### src/rtl/ysyx_24080006_ifu.sv
// ysyx_24080006_ifu: instruction fetch front end.
// Owns the fetch PC and keeps at most one ICU request outstanding.
// Responses land in a one-entry buffer that feeds decode over valid/ready.
// Redirects from EXU, including ones that race an in-flight fetch, and
// fence.i sequencing toward the ICU are handled here.
// Optional feature macro: IFU_PERF_CNT_EN enables the fetch and stall
// performance counters. When it is undefined, both counter ports read 0.
//
// state   | meaning
// --------+-----------------------------------------------------------
// S_FETCH | idle, may issue a request at pc
// S_WAIT  | one request outstanding, its response will be kept
// S_DROP  | one request outstanding, its response will be discarded
// S_FENCE | fencei pulse to the ICU this cycle
module ysyx_24080006_ifu #(
    parameter logic [31:0] RESET_PC = 32'h3000_0000
) (
    input  logic        clock,
    input  logic        reset,
    output logic [31:0] fetch_addr,
    output logic        ifu2icu_valid,
    output logic        ifu2icu_ready,
    input  logic        icu2ifu_valid,
    input  logic        icu2ifu_ready,
    input  logic [31:0] ic_val,
    output logic        fencei,
    input  logic        redirect_valid,
    input  logic [31:0] redirect_pc,
    input  logic        fencei_req,
    output logic        if2id_valid,
    input  logic        if2id_ready,
    output logic [31:0] if2id_inst,
    output logic [31:0] if2id_pc,
    output logic [31:0] perf_fetch_cnt,
    output logic [31:0] perf_stall_cnt
);

    typedef enum logic [1:0] {
        S_FETCH = 2'd0,
        S_WAIT  = 2'd1,
        S_DROP  = 2'd2,
        S_FENCE = 2'd3
    } state_t;

    state_t      state;
    state_t      state_nxt;
    logic [31:0] pc;
    logic [31:0] pc_nxt;
    logic [31:0] pend_pc;
    logic [31:0] pend_pc_nxt;
    logic        pend_fence;
    logic        pend_fence_nxt;
    logic        buf_valid;
    logic        buf_load;
    logic [31:0] buf_inst;
    logic [31:0] buf_pc;
    logic [31:0] redirect_tgt;

    assign redirect_tgt = {redirect_pc[31:2], 2'b00};
    assign fetch_addr   = pc;
    assign if2id_valid  = buf_valid;
    assign if2id_inst   = buf_inst;
    assign if2id_pc     = buf_pc;

    // State register plus the PC and pending-redirect bookkeeping.
    always_ff @(posedge clock) begin
        if (!reset) begin
            state      <= S_FETCH;
            pc         <= RESET_PC;
            pend_pc    <= 32'h0;
            pend_fence <= 1'b0;
        end else begin
            state      <= state_nxt;
            pc         <= pc_nxt;
            pend_pc    <= pend_pc_nxt;
            pend_fence <= pend_fence_nxt;
        end
    end

    // Next-state, PC update and ICU-facing outputs.
    always_comb begin
        state_nxt      = state;
        pc_nxt         = pc;
        pend_pc_nxt    = pend_pc;
        pend_fence_nxt = pend_fence;
        ifu2icu_valid  = 1'b0;
        ifu2icu_ready  = 1'b0;
        fencei         = 1'b0;
        buf_load       = 1'b0;
        if (redirect_valid && fencei_req) begin
            pend_fence_nxt = 1'b1;
        end
        case (state)
            S_FETCH: begin
                ifu2icu_valid = !redirect_valid && (!buf_valid || if2id_ready);
                if (redirect_valid) begin
                    pc_nxt    = redirect_tgt;
                    state_nxt = pend_fence_nxt ? S_FENCE : S_FETCH;
                end else if (ifu2icu_valid && icu2ifu_ready) begin
                    state_nxt = S_WAIT;
                end
            end
            S_WAIT: begin
                ifu2icu_ready = 1'b1;
                if (icu2ifu_valid) begin
                    // A redirect in the response cycle discards the word directly.
                    if (redirect_valid) begin
                        pc_nxt = redirect_tgt;
                    end else begin
                        buf_load = 1'b1;
                        pc_nxt   = pc + 32'd4;
                    end
                    state_nxt = pend_fence_nxt ? S_FENCE : S_FETCH;
                end else if (redirect_valid) begin
                    // pc must stay put until the ICU answers, so park the target.
                    pend_pc_nxt = redirect_tgt;
                    state_nxt   = S_DROP;
                end
            end
            S_DROP: begin
                ifu2icu_ready = 1'b1;
                if (redirect_valid) begin
                    pend_pc_nxt = redirect_tgt;
                end
                if (icu2ifu_valid) begin
                    pc_nxt    = pend_pc_nxt;
                    state_nxt = pend_fence_nxt ? S_FENCE : S_FETCH;
                end
            end
            S_FENCE: begin
                fencei         = 1'b1;
                pend_fence_nxt = redirect_valid && fencei_req;
                if (redirect_valid) begin
                    pc_nxt = redirect_tgt;
                end
                state_nxt = pend_fence_nxt ? S_FENCE : S_FETCH;
            end
            default: begin
                state_nxt = S_FETCH;
            end
        endcase
    end

    // One-entry output buffer; a redirect flushes it ahead of any handshake.
    always_ff @(posedge clock) begin
        if (!reset) begin
            buf_valid <= 1'b0;
            buf_inst  <= 32'h0;
            buf_pc    <= 32'h0;
        end else begin
            if (buf_load) begin
                buf_inst <= ic_val;
                buf_pc   <= pc;
            end
            if (redirect_valid) begin
                buf_valid <= 1'b0;
            end else if (buf_load) begin
                buf_valid <= 1'b1;
            end else if (buf_valid && if2id_ready) begin
                buf_valid <= 1'b0;
            end
        end
    end

    // The issue rule must keep a response from landing in a full, stalled buffer.
    assert property (@(posedge clock) disable iff (!reset)
        (state == S_WAIT && icu2ifu_valid && !redirect_valid) |-> (!buf_valid || if2id_ready));

`ifdef IFU_PERF_CNT_EN
    logic [31:0] fetch_cnt;
    logic [31:0] stall_cnt;

    // Delivered fetches and cycles spent with a request outstanding.
    always_ff @(posedge clock) begin
        if (!reset) begin
            fetch_cnt <= 32'h0;
            stall_cnt <= 32'h0;
        end else begin
            if (buf_load) begin
                fetch_cnt <= fetch_cnt + 32'd1;
            end
            if (state == S_WAIT || state == S_DROP) begin
                stall_cnt <= stall_cnt + 32'd1;
            end
        end
    end

    assign perf_fetch_cnt = fetch_cnt;
    assign perf_stall_cnt = stall_cnt;
`else
    assign perf_fetch_cnt = 32'h0;
    assign perf_stall_cnt = 32'h0;
`endif

endmodule

### config.mk
export PLATFORM = sky130hd
export DESIGN_NAME = ysyx_24080006_ifu
export DESIGN_NICKNAME = d
export VERILOG_FILES = /design/src/rtl/ysyx_24080006_ifu.sv
export SDC_FILE = /design/constraint.sdc
export NUM_CORES = 1
export LEC_CHECK = 0
export ABC_AREA = 1
export CORE_ASPECT_RATIO = 1.2
export CORE_MARGIN = 2
export CORE_UTILIZATION = 50
export DETAILED_ROUTE_END_ITERATION = 7
export PLACE_DENSITY = 0.9
export SLEW_MARGIN = 20
export SYNTH_ARGS = -nofsm -noshare
export SYNTH_HDL_FRONTEND = slang
export SYNTH_SLANG_ARGS = --single-unit
### constraint.sdc
create_clock -name clock -period 3.1 [get_ports clock]
set_input_delay 0.31 -clock clock [delete_from_list [all_inputs] [get_ports clock]]
set_output_delay 0.31 -clock clock [all_outputs]
set_load 0.01 [all_outputs]
==> results.py <==
metrics = {
    "outcome": {
        "status": "complete, no violations",
    },
    "worst_setup_path": {
        "start_kind": "flop",
        "r2r_start": "state[1]",
        "critPathSlowestCell": "o21ai_4",
        "cp_max_fo": 34,
        "r2r-end": "fetch_addr[31]",
        "required_ns": 3.40,
        "max_stage_delay_ns": 0.74,
        "crit_type": "flop to flop",
        "worstPathArrival_ns": 2.71,
        "crit_chain": "inv_1, ha_1, o21ai_4, inv_2, buf_4, o21ai_0, a21oi_1",
        "cp-end-kind": "flop",
        "ff2ff_setup_slack_ns": 0.69,
        "crit_path_start": "state[1]",
        "reg2reg_depth": 7,
    },
    "synthesis": {
        "synthTopCellsByArea": "dfxtp_1 (38%), nand2_1 (12%), o21ai_0 (9.7%)",
        "synth_async_sr_flop_share_pct": 0,
        "ys_warn_count": 0,
        "yosysMostFrequentCell": "nand2_1",
        "netlist_area_mm2": 0.006974,
        "synth_enable_flop_cells": 0,
        "yosysUniqueCellTypes": 35,
        "yosysSeqAreaShare_pct": 37.89,
        "netlist_instances": 1018,
        "synth_top_cell_area_share_pct": 37.89,
        "yosys.area.top_type": "dfxtp_1",
        "synth.top_cells.by_count": "nand2_1 (224), o21ai_0 (135), nor2_1 (134), dfxtp_1 (132), a21oi_1 (95)",
        "yosys_most_used_dff": "dfxtp_1",
        "ys_seq_elements": 132,
        "postSynthAreaPerCell_um2": 6.851,
    },
    "detailed_routing": {
        "drc_errors": 0,
        "vias": 7369,
        "drt-total-wl_um": 21430,
        "vias_per_cell": 5.499,
        "wire_per_inst_um": 15.99,
        "antenna_left": 0,
        "drtPass1Iterations": 6,
        "first_iter_violations": 840,
    },
    "global_route": {
        "met2_usage_pct": 45.49,
        "grt_pass1_wl_um": 33270,
        "overflow": 0,
        "grtUsageTotal_pct": 27.74,
        "grt_max_degree": 86,
        "antenna_found_initial": 0,
        "busiest_layer": "met2",
        "grt_pass1_vias": 6726,
        "met1_usage_pct": 34.21,
        "gr-usage-met3_pct": 5.323,
    },
    "timing": {
        "rsz0062_at_grt": "false",
        "fin_setup_tns_ns": 0,
        "final_hold_viol_count": 0,
        "final-setup-viol-count": 0,
        "fmax_mhz": 414.1,
        "skew_ns": 0.006251,
        "setup_slack_ns": 0.6852,
        "drv_slew": 0,
        "relSlewSlack_pct": 38.62,
        "period_share_pct": 77.90,
        "fin_crit_ns": 2.415,
        "tightest_slew_ns": 0.9172,
    },
    "cts": {
        "cts-root-buf": "clkbuf_16",
        "path_clk_slew_ns": 0.06,
        "clk_path_buf_depth": 2,
        "postCtsSetupRepairBufs": 0,
        "cts_sinks": 132,
        "postCtsHoldBufs": 0,
        "insertion_delay_ns": 0.42,
        "cts_tree": "done",
        "cts_inserted_buffers": 17,
        "htreeDepth": 4,
        "cts_resized": 0,
    },
    "finish": {
        "antenna_cells": 0,
        "syn_to_final_growth_pct": 28.90,
        "drive_gt1_share_pct": 5.218,
        "nets": 1235,
        "final_area_mm2": 0.008990,
        "nFillCells": 1193,
        "layoutNonFillerInstCount": 1340,
    },
    "pwr": {
        "ir_worst_vdd_uv": 354.0,
        "powerDensity_mw_per_mm2": 631.3,
        "power_leakage_uw": 0.003611,
    },
    "placement": {
        "io_buffers": 168,
        "dp.cells": 1310,
        "hpwl_um": 14580,
        "placed_area_mm2": 0.008423,
        "preCtsSetupSlack_ns": 0.7786,
        "gp_congestion": 0.9282,
    },
    "die": {
        "die_area_mm2": 0.01491,
        "start_util_pct": 50.90,
        "num_rows": 47,
        "die_w_um": 111.8,
        "die_h_um": 133.4,
        "core_mm2": 0.01370,
        "ios": 235,
    },
    "job": {
        "drv_cap": 0,
    },
    "worst_hold_path": {
        "hold_class": "primary input to flop",
        "hold_depth": 3,
        "worstHoldStart": "reset",
        "hold_end": "if2id_inst[29]",
    },
}
-- report_power, final --
group          internal [uW]  total [uW]  switching (uW)
logic                    638        1530             889
registers               1930        2190             263
clock network           1210        1960             744
-- cell type report --
class,count,area (um^2),share of cell area [%]
Clock buffer,21,460.4,5.122
Clock inverter,9,106.4,1.183
Inverter,49,183.9,2.046
Multi-Input combinational cell,778,3621,40.28
Sequential cell,132,2643,29.39
Tap cell,171,214.0,2.380
Timing Repair Buffer,180,1762,19.60
-- per-stage QoR --
step / power, uW / hold slack, ns / util (%)
3_3_place_gp: 3676 / 0.4230 / 61.47
2_1_floorplan: 3062 / 0.4152 / -
4_1_cts: 5656 / 0.3161 / 65.61
6_report: 5675 / 0.3413 / 65.61
3_5_place_dp: 3705 / 0.4356 / 61.47
5_1_grt: 5921 / 0.3296 / 65.61
-- cells by family after synthesis --
kind of cell	Yosys count	synth area share, %
AND/OR/NAND/NOR	400	22.89
AO/OA/AOI/OAI	299	23.30
buffers and inverters	171	13.65
flip-flops	132	37.89
XOR/XNOR	9	1.130
adder cells (fa/ha/maj)	6	1.076
other	1	0.05377
-- flip-flops by register name (all words and copies together), names as in the netlist --
| signal | flops |
|---|---|
| fetch_addr | 32 |
| if2id_inst | 32 |
| if2id_pc | 32 |
| if2id_valid | 1 |
| pend_fence | 1 |
| pend_pc | 32 |
| state | 2 |
-- worst max-delay path by stage --
stage	end	slack [ns]	cells after the start
4_1_cts	fetch_addr[31]	0.74	7
3_5_place_dp	fetch_addr[8]	0.78	7
5_1_grt	fetch_addr[31]	0.56	7
3_3_place_gp	fetch_addr[7]	0.85	7
2_1_floorplan	fetch_addr[18]	1.43	6
6_report	fetch_addr[31]	0.69	7
-- cell usage in the layout, fill, tap and decap left out, types with 2 or more instances in the layout --
master and instances:
or2_2 2, clkbuf_1 2, clkinv_2 3, o21ai_2 2
nor2_4 5, a31oi_1 39, clkinv_1 2, nand2_1 224
clkbuf_8 2, o21ai_1 2, buf_4 12, a211oi_1 23
nand3_1 20, xnor2_1 3, a21oi_1 95, clkbuf_16 17
and2_1 2, conb_1 64, nor2_2 4, nor2_1 134
nor3_1 4, o21ai_0 135, clkinvlp_4 3, ha_1 6
clkdlybuf4s50_1 166, bufinv_16 2, inv_1 46, buf_2 2
xor2_1 6, dfxtp_1 132, nand2_2 4
-- worst max-delay path: cells and delay by family (launching register included) --
family | cells | cell delay (ns)
adder cells (fa/ha/maj) | 1 | 0.37
flip-flops | 1 | 0.37
buffers and inverters | 3 | 0.48
AO/OA/AOI/OAI | 3 | 1.07
-- metal layers --
| layer | vias to the layer above | share of wire [%] |
|---|---|---|
| met4 | 0 | 4.2 |
| met1 | 3300 | 39 |
| met2 | 465 | 47 |
| met5 | - | 0 |
| met3 | 75 | 9.6 |
| li1 | 3529 | - |
Note: power is estimated with default switching activity, not from simulation.
